--- src/rtl/calc_sequencer_pkg.sv ---
// -----------------------------------------------------------------------------
// calc_pkg : shared types and constants for the calculator sequencer.
//   - state_e : sequencer FSM states (WAIT_A..ERROR, codes 0..4)
//   - op_e    : operator codes (ADD=0, SUB=1, MUL=2, DIV=3)
//   - W / RW  : operand / result widths, ITER : iterative unit cycle count
//   - mag / sext / apply_sign : two's-complement helper functions
// -----------------------------------------------------------------------------
package calc_pkg;

    localparam int W     = 8;
    localparam int RW    = 16;
    localparam int ITER  = 8;
    localparam int CNT_W = $clog2(ITER);

    typedef enum logic [2:0] {
        ST_WAIT_A = 3'd0,
        ST_WAIT_B = 3'd1,
        ST_EXEC   = 3'd2,
        ST_DONE   = 3'd3,
        ST_ERROR  = 3'd4
    } state_e;

    typedef enum logic [1:0] {
        OP_ADD = 2'd0,
        OP_SUB = 2'd1,
        OP_MUL = 2'd2,
        OP_DIV = 2'd3
    } op_e;

    // Unsigned magnitude of a two's-complement operand; -128 maps to 128.
    function automatic logic [W-1:0] mag(input logic [W-1:0] x);
        logic [W-1:0] m;
        if (x[W-1]) begin
            m = ~x + {{(W-1){1'b0}}, 1'b1};
        end else begin
            m = x;
        end
        return m;
    endfunction

    // Sign-extend an operand to result width.
    function automatic logic [RW-1:0] sext(input logic [W-1:0] x);
        return {{(RW-W){x[W-1]}}, x};
    endfunction

    // Re-apply a sign to an unsigned magnitude result.
    function automatic logic [RW-1:0] apply_sign(input logic neg, input logic [RW-1:0] m);
        logic [RW-1:0] r;
        if (neg) begin
            r = ~m + {{(RW-1){1'b0}}, 1'b1};
        end else begin
            r = m;
        end
        return r;
    endfunction

endpackage

--- src/rtl/calc_sequencer_if.sv ---
// -----------------------------------------------------------------------------
// calc_sequencer_if : bus between the keypad input stage and the sequencer.
//   input-stage side : enter, operand, operand_ok, op
//   sequencer side   : result, done, error, busy, clr_entry, state
// modport master = input stage / environment, modport slave = calc_sequencer.
// -----------------------------------------------------------------------------
interface calc_sequencer_if;
    import calc_pkg::*;

    logic          enter;
    logic [W-1:0]  operand;
    logic          operand_ok;
    logic [1:0]    op;
    logic [RW-1:0] result;
    logic          done;
    logic          error;
    logic          busy;
    logic          clr_entry;
    logic [2:0]    state;

    modport master (
        output enter, operand, operand_ok, op,
        input  result, done, error, busy, clr_entry, state
    );

    modport slave (
        input  enter, operand, operand_ok, op,
        output result, done, error, busy, clr_entry, state
    );

endinterface

--- src/rtl/calc_sequencer_muldiv.sv ---
// -----------------------------------------------------------------------------
// seq_muldiv : unsigned iterative shift-add multiplier (8 cycles) and, when
// the macro CALC_DIV_EN is defined, an unsigned restoring divider (8 cycles).
//   clk, reset : clock, synchronous active-high reset (aborts any operation)
//   start_i    : load operands and begin (mode_i: 0 = multiply, 1 = divide)
//   a_i, b_i   : magnitudes (multiplicand/multiplier or dividend/divisor)
//   busy_o     : iterating
//   done_o     : high in the final iteration cycle; prod_o/quot_o valid then
//   dbz_o      : divide started with a zero divisor (no iterations run)
//   prod_o     : 16-bit product, quot_o : 8-bit quotient (CALC_DIV_EN only)
// Results are presented combinationally in the last iteration so the caller
// can register them on the same edge that ends the iteration.
// -----------------------------------------------------------------------------
module seq_muldiv
    import calc_pkg::*;
(
    input  logic          clk,
    input  logic          reset,
    input  logic          start_i,
    input  logic          mode_i,
    input  logic [W-1:0]  a_i,
    input  logic [W-1:0]  b_i,
    output logic          busy_o,
    output logic          done_o,
    output logic          dbz_o,
    output logic [RW-1:0] prod_o
`ifdef CALC_DIV_EN
    ,
    output logic [W-1:0]  quot_o
`endif
);

    logic             busy_q, busy_d;
    logic [CNT_W-1:0] cnt_q, cnt_d;
    logic [RW-1:0]    acc_q, acc_d;   // product accumulator / remainder
    logic [W-1:0]     x_q, x_d;       // multiplier bits / dividend->quotient
    logic [RW-1:0]    y_q, y_d;       // shifted multiplicand / divisor
    logic             start_ok_s;
    logic             last_s;
    logic [RW-1:0]    mul_acc_s;

`ifdef CALC_DIV_EN
    logic             mode_q, mode_d;
    logic             dbz_q, dbz_d;
    logic [W:0]       rem_sh_s;
    logic [W+1:0]     trial_s;
    logic [W:0]       div_rem_s;
    logic [W-1:0]     div_quo_s;

    assign start_ok_s = start_i;
`else
    // Without the divider a divide request is never accepted.
    assign start_ok_s = start_i & ~mode_i;
`endif

    assign mul_acc_s = x_q[0] ? (acc_q + y_q) : acc_q;
    assign last_s    = busy_q & (cnt_q == CNT_W'(ITER - 1));

`ifdef CALC_DIV_EN
    // One restoring-division step: shift in the next dividend bit, try to subtract.
    always_comb begin
        rem_sh_s = {acc_q[W-1:0], x_q[W-1]};
        trial_s  = {1'b0, rem_sh_s} - {2'b00, y_q[W-1:0]};
        if (trial_s[W+1]) begin
            div_rem_s = rem_sh_s;
            div_quo_s = {x_q[W-2:0], 1'b0};
        end else begin
            div_rem_s = trial_s[W:0];
            div_quo_s = {x_q[W-2:0], 1'b1};
        end
    end
`endif

    // Next-state logic for the iteration registers.
    always_comb begin
        busy_d = busy_q;
        cnt_d  = cnt_q;
        acc_d  = acc_q;
        x_d    = x_q;
        y_d    = y_q;
`ifdef CALC_DIV_EN
        mode_d = mode_q;
        dbz_d  = dbz_q;
`endif
        if (start_ok_s) begin
            cnt_d = {CNT_W{1'b0}};
            acc_d = {RW{1'b0}};
`ifdef CALC_DIV_EN
            mode_d = mode_i;
            if (mode_i) begin
                x_d    = a_i;
                y_d    = {{(RW-W){1'b0}}, b_i};
                dbz_d  = (b_i == {W{1'b0}});
                busy_d = (b_i != {W{1'b0}});
            end else begin
                x_d    = b_i;
                y_d    = {{(RW-W){1'b0}}, a_i};
                dbz_d  = 1'b0;
                busy_d = 1'b1;
            end
`else
            x_d    = b_i;
            y_d    = {{(RW-W){1'b0}}, a_i};
            busy_d = 1'b1;
`endif
        end else if (busy_q) begin
            cnt_d  = cnt_q + {{(CNT_W-1){1'b0}}, 1'b1};
            busy_d = ~last_s;
`ifdef CALC_DIV_EN
            if (mode_q) begin
                acc_d = {{(RW-W-1){1'b0}}, div_rem_s};
                x_d   = div_quo_s;
                y_d   = y_q;
            end else begin
                acc_d = mul_acc_s;
                x_d   = {1'b0, x_q[W-1:1]};
                y_d   = {y_q[RW-2:0], 1'b0};
            end
`else
            acc_d = mul_acc_s;
            x_d   = {1'b0, x_q[W-1:1]};
            y_d   = {y_q[RW-2:0], 1'b0};
`endif
        end else begin
            busy_d = 1'b0;
        end
    end

    // Iteration registers.
    always_ff @(posedge clk) begin
        if (reset) begin
            busy_q <= 1'b0;
            cnt_q  <= {CNT_W{1'b0}};
            acc_q  <= {RW{1'b0}};
            x_q    <= {W{1'b0}};
            y_q    <= {RW{1'b0}};
`ifdef CALC_DIV_EN
            mode_q <= 1'b0;
            dbz_q  <= 1'b0;
`endif
        end else begin
            busy_q <= busy_d;
            cnt_q  <= cnt_d;
            acc_q  <= acc_d;
            x_q    <= x_d;
            y_q    <= y_d;
`ifdef CALC_DIV_EN
            mode_q <= mode_d;
            dbz_q  <= dbz_d;
`endif
        end
    end

    assign busy_o = busy_q;
    assign done_o = last_s;
    assign prod_o = mul_acc_s;
`ifdef CALC_DIV_EN
    assign dbz_o  = dbz_q;
    assign quot_o = div_quo_s;
`else
    assign dbz_o  = 1'b0;
`endif

endmodule

--- src/rtl/calc_sequencer.sv ---
// -----------------------------------------------------------------------------
// calc_sequencer : captures operand A, then operand B plus operator, executes
// add / sub (1 cycle) or multiply (8 iterations); holds a signed 16-bit result.
// Optional macro CALC_DIV_EN adds signed division (op = 3); otherwise op = 3
// is reported as an error.
//   clk       : system clock
//   reset     : synchronous active-high reset
//   bus       : calc_sequencer_if.slave
//     enter (rising edge acts), operand, operand_ok, op  -> inputs
//     result, done, error, busy, clr_entry, state        -> registered outputs
// -----------------------------------------------------------------------------
module calc_sequencer
    import calc_pkg::*;
(
    input  logic            clk,
    input  logic            reset,
    calc_sequencer_if.slave bus
);

    state_e        state_q, state_d;
    logic          enter_q;
    logic [W-1:0]  a_q, a_d;
    logic [W-1:0]  b_q, b_d;
    op_e           op_q, op_d;
    logic          sign_q, sign_d;
    logic [RW-1:0] result_q, result_d;
    logic          done_q, done_d;
    logic          error_q, error_d;
    logic          busy_q, busy_d;
    logic          clr_q, clr_d;

    logic          edge_s;
    op_e           op_in_s;
    logic          md_kind_s;
    logic          md_start_s;
    logic          md_mode_s;
    logic [W-1:0]  md_a_s;
    logic [W-1:0]  md_b_s;
    logic          md_busy_s;
    logic          md_done_s;
    logic          md_dbz_s;
    logic [RW-1:0] md_prod_s;
`ifdef CALC_DIV_EN
    logic [W-1:0]  md_quot_s;
`endif

    // A held key produces a single edge because enter_q follows the level.
    assign edge_s  = bus.enter & ~enter_q;
    assign op_in_s = op_e'(bus.op);

`ifdef CALC_DIV_EN
    assign md_kind_s = (op_in_s == OP_MUL) || (op_in_s == OP_DIV);
`else
    assign md_kind_s = (op_in_s == OP_MUL);
`endif
    assign md_mode_s = (op_in_s == OP_DIV);
    // The iterative unit is loaded on the B-capture edge so its 8 cycles
    // coincide exactly with the 8 EXEC cycles.
    assign md_a_s    = mag(a_q);
    assign md_b_s    = mag(bus.operand);

    seq_muldiv u_muldiv (
        .clk     (clk),
        .reset   (reset),
        .start_i (md_start_s),
        .mode_i  (md_mode_s),
        .a_i     (md_a_s),
        .b_i     (md_b_s),
        .busy_o  (md_busy_s),
        .done_o  (md_done_s),
        .dbz_o   (md_dbz_s),
        .prod_o  (md_prod_s)
`ifdef CALC_DIV_EN
        ,
        .quot_o  (md_quot_s)
`endif
    );

    // FSM state register.
    always_ff @(posedge clk) begin
        if (reset) begin
            state_q <= ST_WAIT_A;
        end else begin
            state_q <= state_d;
        end
    end

    // FSM next-state logic; edges seen in EXEC are dropped.
    always_comb begin
        state_d = state_q;
        case (state_q)
            ST_WAIT_A: begin
                if (edge_s) begin
                    if (bus.operand_ok) begin
                        state_d = ST_WAIT_B;
                    end else begin
                        state_d = ST_ERROR;
                    end
                end else begin
                    state_d = ST_WAIT_A;
                end
            end
            ST_WAIT_B: begin
                if (edge_s) begin
                    if (bus.operand_ok) begin
                        state_d = ST_EXEC;
                    end else begin
                        state_d = ST_ERROR;
                    end
                end else begin
                    state_d = ST_WAIT_B;
                end
            end
            ST_EXEC: begin
                case (op_q)
                    OP_ADD, OP_SUB: state_d = ST_DONE;
                    OP_MUL: begin
                        // An idle unit while still in EXEC means the operation
                        // can never finish; report it instead of hanging.
                        if (md_done_s) begin
                            state_d = ST_DONE;
                        end else if (!md_busy_s || md_dbz_s) begin
                            state_d = ST_ERROR;
                        end else begin
                            state_d = ST_EXEC;
                        end
                    end
                    OP_DIV: begin
`ifdef CALC_DIV_EN
                        // Zero divisor leaves the unit idle with dbz set.
                        if (md_dbz_s) begin
                            state_d = ST_ERROR;
                        end else if (md_done_s) begin
                            state_d = ST_DONE;
                        end else if (!md_busy_s) begin
                            state_d = ST_ERROR;
                        end else begin
                            state_d = ST_EXEC;
                        end
`else
                        state_d = ST_ERROR;
`endif
                    end
                    default: state_d = ST_ERROR;
                endcase
            end
            ST_DONE, ST_ERROR: begin
                if (edge_s) begin
                    state_d = ST_WAIT_A;
                end else begin
                    state_d = state_q;
                end
            end
            default: state_d = ST_WAIT_A;
        endcase
    end

    // FSM output and datapath next-state logic.
    always_comb begin
        a_d        = a_q;
        b_d        = b_q;
        op_d       = op_q;
        sign_d     = sign_q;
        result_d   = result_q;
        clr_d      = 1'b0;
        md_start_s = 1'b0;
        case (state_q)
            ST_WAIT_A: begin
                if (edge_s && bus.operand_ok) begin
                    a_d   = bus.operand;
                    clr_d = 1'b1;
                end else begin
                    clr_d = 1'b0;
                end
            end
            ST_WAIT_B: begin
                if (edge_s && bus.operand_ok) begin
                    b_d        = bus.operand;
                    op_d       = op_in_s;
                    sign_d     = a_q[W-1] ^ bus.operand[W-1];
                    clr_d      = 1'b1;
                    md_start_s = md_kind_s;
                end else begin
                    clr_d = 1'b0;
                end
            end
            ST_EXEC: begin
                if (state_d == ST_DONE) begin
                    case (op_q)
                        OP_ADD:  result_d = sext(a_q) + sext(b_q);
                        OP_SUB:  result_d = sext(a_q) - sext(b_q);
                        OP_MUL:  result_d = apply_sign(sign_q, md_prod_s);
`ifdef CALC_DIV_EN
                        OP_DIV:  result_d = apply_sign(sign_q, {{(RW-W){1'b0}}, md_quot_s});
`else
                        OP_DIV:  result_d = result_q;
`endif
                        default: result_d = result_q;
                    endcase
                end else begin
                    result_d = result_q;
                end
            end
            ST_DONE, ST_ERROR: begin
                // Leaving a final state also clears the input-stage digits.
                if (edge_s) begin
                    clr_d = 1'b1;
                end else begin
                    clr_d = 1'b0;
                end
            end
            default: clr_d = 1'b0;
        endcase
        done_d  = (state_d == ST_DONE);
        error_d = (state_d == ST_ERROR);
        busy_d  = (state_d == ST_EXEC);
    end

    // Datapath and output registers.
    always_ff @(posedge clk) begin
        if (reset) begin
            enter_q  <= 1'b0;
            a_q      <= {W{1'b0}};
            b_q      <= {W{1'b0}};
            op_q     <= OP_ADD;
            sign_q   <= 1'b0;
            result_q <= {RW{1'b0}};
            done_q   <= 1'b0;
            error_q  <= 1'b0;
            busy_q   <= 1'b0;
            clr_q    <= 1'b0;
        end else begin
            enter_q  <= bus.enter;
            a_q      <= a_d;
            b_q      <= b_d;
            op_q     <= op_d;
            sign_q   <= sign_d;
            result_q <= result_d;
            done_q   <= done_d;
            error_q  <= error_d;
            busy_q   <= busy_d;
            clr_q    <= clr_d;
        end
    end

    assign bus.result    = result_q;
    assign bus.done      = done_q;
    assign bus.error     = error_q;
    assign bus.busy      = busy_q;
    assign bus.clr_entry = clr_q;
    assign bus.state     = state_q;

endmodule
--- src/flat_wrapper.sv ---
// flat-port wrapper written by rule: the top's interface ports become plain ports
module calc_sequencer_flat import calc_pkg::*;
  (clk, reset, bus_enter, bus_operand, bus_operand_ok, bus_op, bus_result, bus_done, bus_error, bus_busy, bus_clr_entry, bus_state);
  calc_sequencer_if bus_i ();
  input  logic clk;
  input  logic reset;
  input wire logic [$bits(bus_i.enter)-1:0] bus_enter;
  input wire logic [$bits(bus_i.operand)-1:0] bus_operand;
  input wire logic [$bits(bus_i.operand_ok)-1:0] bus_operand_ok;
  input wire logic [$bits(bus_i.op)-1:0] bus_op;
  output wire logic [$bits(bus_i.result)-1:0] bus_result;
  output wire logic [$bits(bus_i.done)-1:0] bus_done;
  output wire logic [$bits(bus_i.error)-1:0] bus_error;
  output wire logic [$bits(bus_i.busy)-1:0] bus_busy;
  output wire logic [$bits(bus_i.clr_entry)-1:0] bus_clr_entry;
  output wire logic [$bits(bus_i.state)-1:0] bus_state;
  assign bus_i.enter = bus_enter;
  assign bus_i.operand = bus_operand;
  assign bus_i.operand_ok = bus_operand_ok;
  assign bus_i.op = bus_op;
  assign bus_result = bus_i.result;
  assign bus_done = bus_i.done;
  assign bus_error = bus_i.error;
  assign bus_busy = bus_i.busy;
  assign bus_clr_entry = bus_i.clr_entry;
  assign bus_state = bus_i.state;
  calc_sequencer u_core (.clk(clk), .reset(reset), .bus(bus_i));
endmodule
--- config.mk ---
export PLATFORM = sky130hd
export DESIGN_NAME = calc_sequencer_flat
export DESIGN_NICKNAME = d
export VERILOG_FILES = /design/src/rtl/calc_sequencer_pkg.sv /design/src/rtl/calc_sequencer_if.sv /design/src/rtl/calc_sequencer_muldiv.sv /design/src/rtl/calc_sequencer.sv /design/src/flat_wrapper.sv
export SDC_FILE = /design/constraint.sdc
export NUM_CORES = 1
export LEC_CHECK = 0
export BUFFER_PORTS_ARGS = -buffer_cell sky130_fd_sc_hd__buf_2
export CORE_ASPECT_RATIO = 1.25
export CORE_MARGIN = 2
export CORE_UTILIZATION = 54
export CTS_CLUSTER_DIAMETER = 120
export DETAILED_ROUTE_END_ITERATION = 10
export GPL_TIMING_DRIVEN = 0
export HOLD_SLACK_MARGIN = 0.02
export PLACE_DENSITY = 0.75
export SLEW_MARGIN = 25
export SYNTH_ARGS = -nofsm -noshare
export SYNTH_HDL_FRONTEND = slang
export SYNTH_SLANG_ARGS = --single-unit
export TNS_END_PERCENT = 20
--- constraint.sdc ---
create_clock -name clk -period 6.6 [get_ports clk]
set_clock_uncertainty 0.15 [all_clocks]
set_input_delay 0.33 -clock clk [delete_from_list [all_inputs] [get_ports clk]]
set_output_delay 0.33 -clock clk [all_outputs]
set_load 0.02 [all_outputs]
==> flow_summary.yaml <==
clock_tree:
  cts_tree: "yes"
  cts_buffers: 9
  cts-root-buf: "clkbuf_16"
  clkTransAtPathRegs_ps: 60
  clock_latency_ps: 340
  postCtsResizedCells: 0
  cts_max_path_buffers: 2
  cts_setup_buffers: 0
  cts.sinks: 87
  cts_max_level: 3
  holdBufCountCts: 0
logic_synthesis:
  syn_area_um2: 5890
  ys.flop_type: "dfxtp_1"
  synth_edf_count: 0
  synth_seq_cells: 87
  syn_nets: 762
  async_flop_share_pct: 0
  synthCells: 706
  seq_area_frac_synth_pct: 29.6
  synth.distinct_cells: 75
  ys_warn_count: 0
  syn_area_per_cell_um2: 8.34
power:
  power.leakage_nw: 2.57
  clockPowerShare_pct: 45.6
  intPower_mw: 0.909
  ir_worst_vdd_mv: 0.126
  p_per_area_nw_per_um2: 182
  switching_share_pct: 23.5
  pwr-share-seq_pct: 45.5
  power_frac_comb_pct: 8.9
  switching_power_mw: 0.280
  finalPower_mw: 1.19
global_routing:
  grt_first_pass_wirelength_um: 25000
  grt_overflow: 0
  grt.total_usage_pct: 26.3
  grt_max_degree: 14
  antenna_found_initial: 0
  grt_pass1_vias: 5264
hold_path:
  hold_class: "primary input to register"
  hold_end: "u_core.bus.clr_entry$_SDFF_PP0_"
  min_path_cells: 2
  min-delay-start: "bus_operand_ok"
worst_setup_path:
  critical_path_peak_fanout: 5
  cp-end-kind: "register"
  rrSetupSlack_ps: 3180
  start_kind: "register"
  reg2reg_from: "u_core.u_muldiv.acc_q[0]$_SDFFE_PP0P_"
  reg2reg_depth: 10
  timing.rr.end: "u_core.bus.result[7]$_SDFFE_PP0P_"
  critical_path_required_ps: 6700
  critPathArrivalTime_ps: 3510
  critical_path_class: "register to register"
  critPathLaunch: "u_core.u_muldiv.acc_q[0]$_SDFFE_PP0P_"
place:
  port_buffers: 36
  placed_cell_area_um2: 6240
  place_hpwl_um: 12000
  gp_congestion: 0.917
  place_ws_ps: 3260
cells_and_area:
  diodes: 0
  utilization_pct: 61.7
  layout_common_cells: "nor2_1 (94), dfxtp_1 (87), nand2_1 (50), a21oi_1 (46)"
  area_growth_syn_to_layout_pct: 11.2
  fin_nets: 809
  final_common_cell: "nor2_1"
  fillers: 968
  design_area_um2: 6550
  layout-drive-gt1-share_pct: 10.6
floorplan:
  dieArea_um2: 11800
  start_util_pct: 55.5
  io-pin-count: 37
  rows: 42
  core_area_um2: 10600
  die_h_um: 121
  die_w_um: 97.4
timing:
  fin_crit_sh_pct: 51.7
  fin_setup_tns_ps: 0
  max_slew_margin_pct: 47.2
  hold_violations: 0
  worstMarginPinSlew_ps: 792
  setup_slack_ps: 3180
  rsz0062_at_grt: "no"
  setup_viol: 0
  finalCriticalPeriod_ps: 3420
  fmax_mhz: 293
  drv_slew: 0
routing:
  drtIter0Drc: 281
  wl_per_cell_um: 17.4
  vias: 5485
  antenna_left: 0
  avgViaCountPerCell: 6.17
  drcViolationCount: 0
  routed_wl_um: 15400
  firstDrtPassIters: 5
status:
  status: "finished, final reports clean"
flow_run:
  drv_cap: 0
[power groups by stage]
| stage | Sequential [mW] | Clock (mW) | Combinational [mW] |
|---|---|---|---|
| finish | 0.541 | 0.542 | 0.106 |
| global route | 0.541 | 0.568 | 0.116 |
| CTS | 0.540 | 0.547 | 0.104 |
| detailed placement | 0.552 | 0 | 0.104 |
| global placement | 0.552 | 0 | 0.101 |
| floorplan | 0.552 | 0 | 0.0713 |
[worst max-delay path: stages, from the launching register on]
cell and delay (ps):
dfxtp_1 330, ha_1 230, fa_1 450, a211oi_2 390
o21ai_2 130, a221oi_2 500, nand4_4 200, o21ai_0 430
xnor2_1 190, nand2_1 70, a311oi_1 250
[worst max path at each step]
stage	cells past startpoint	end	slack [ps]
finish	10	u_core.bus.result[7]$_SDFFE_PP0P_	3180
global placement	10	u_core.bus.result[7]$_SDFFE_PP0P_	3300
detailed placement	10	u_core.bus.result[7]$_SDFFE_PP0P_	3260
CTS	10	u_core.bus.result[7]$_SDFFE_PP0P_	3210
floorplan	10	u_core.bus.result[12]$_SDFFE_PP0P_	3690
global route	10	u_core.bus.result[7]$_SDFFE_PP0P_	3030
[routing by layer]
metal | GRT usage [%] | routed length [um] | up-vias
met1 | 30.1 | 6440 | 2580
met5 | 0 | 0 | -
li1 | - | - | 2682
met3 | 4.45 | 675 | 52
met2 | 46.8 | 7640 | 171
met4 | 13.8 | 702 | 0
[cells in the mapped netlist, types with 4 or more instances]
master,instances,area share (%)
nor2b_1,8,0.85
a21oi_1,46,3.9
dfxtp_1,87,30
o31ai_1,5,0.64
and3b_1,4,0.59
nor2_1,94,6.0
mux2i_1,41,7.0
o221ai_1,7,1.0
and2_1,6,0.64
ha_1,39,8.3
clkbuf_1,27,1.7
nor3_1,15,1.3
and3_1,6,0.64
o211ai_1,7,0.89
nand2b_1,12,1.3
nand2_1,50,3.2
inv_1,29,1.8
xnor2_1,21,3.1
a211oi_1,42,5.4
a31oi_1,6,0.64
o21bai_1,9,1.1
a22oi_1,7,0.89
nand4_1,4,0.42
xor2_1,6,0.89
nand3_1,17,1.4
buf_2,6,0.51
o21ai_0,17,1.4
o21a_1,5,0.64
a221o_1,6,1.0
[cell type report]
type	instances	area, um^2	share of cell area [%]
well taps	132	165	2.52
plain buffers	40	193	2.94
clock buffers	11	243	3.71
flip-flops and latches	87	1740	26.6
inverters	30	113	1.72
repair buffers	36	180	2.75
multi-input cells	549	3840	58.7
clock inverters	4	70.1	1.07
[flip-flops by register name, indices dropped and copies added (netlist names)]
name and flops:
u_core.bus.result 16, u_core.u_muldiv.x_q 8, u_core.bus.busy 1, u_core.u_muldiv.busy_o 1, u_core.u_muldiv.cnt_q 3, u_core.sign_q 1, u_core.bus.state 3, u_core.u_muldiv.y_q 16
u_core.enter_q 1, u_core.u_muldiv.acc_q 16, u_core.b_q 8, u_core.bus.error 1, u_core.a_q 8, u_core.op_q 2, u_core.bus.done 1, u_core.bus.clr_entry 1
[cells by family after synthesis]
kind of cell	Yosys count	share of synthesized area, %
AO/OA/AOI/OAI	194	24.4
XOR/XNOR	27	4.01
adder cells (fa/ha/maj)	42	9.30
buffers and inverters	70	5.18
flip-flops	87	29.6
multiplexers	43	7.35
AND/OR/NAND/NOR	243	20.2
[per-stage QoR]
| stage | hold WS (ps) | instances |
|---|---|---|
| 3_3_place_gp | 330 | 874 |
| 4_1_cts | 71.2 | 889 |
| 2_1_floorplan | 298 | 706 |
| 3_5_place_dp | 338 | 874 |
| 6_report | 78.5 | 889 |
| 5_1_grt | 101 | 889 |
(Power assumes the default switching activity.)
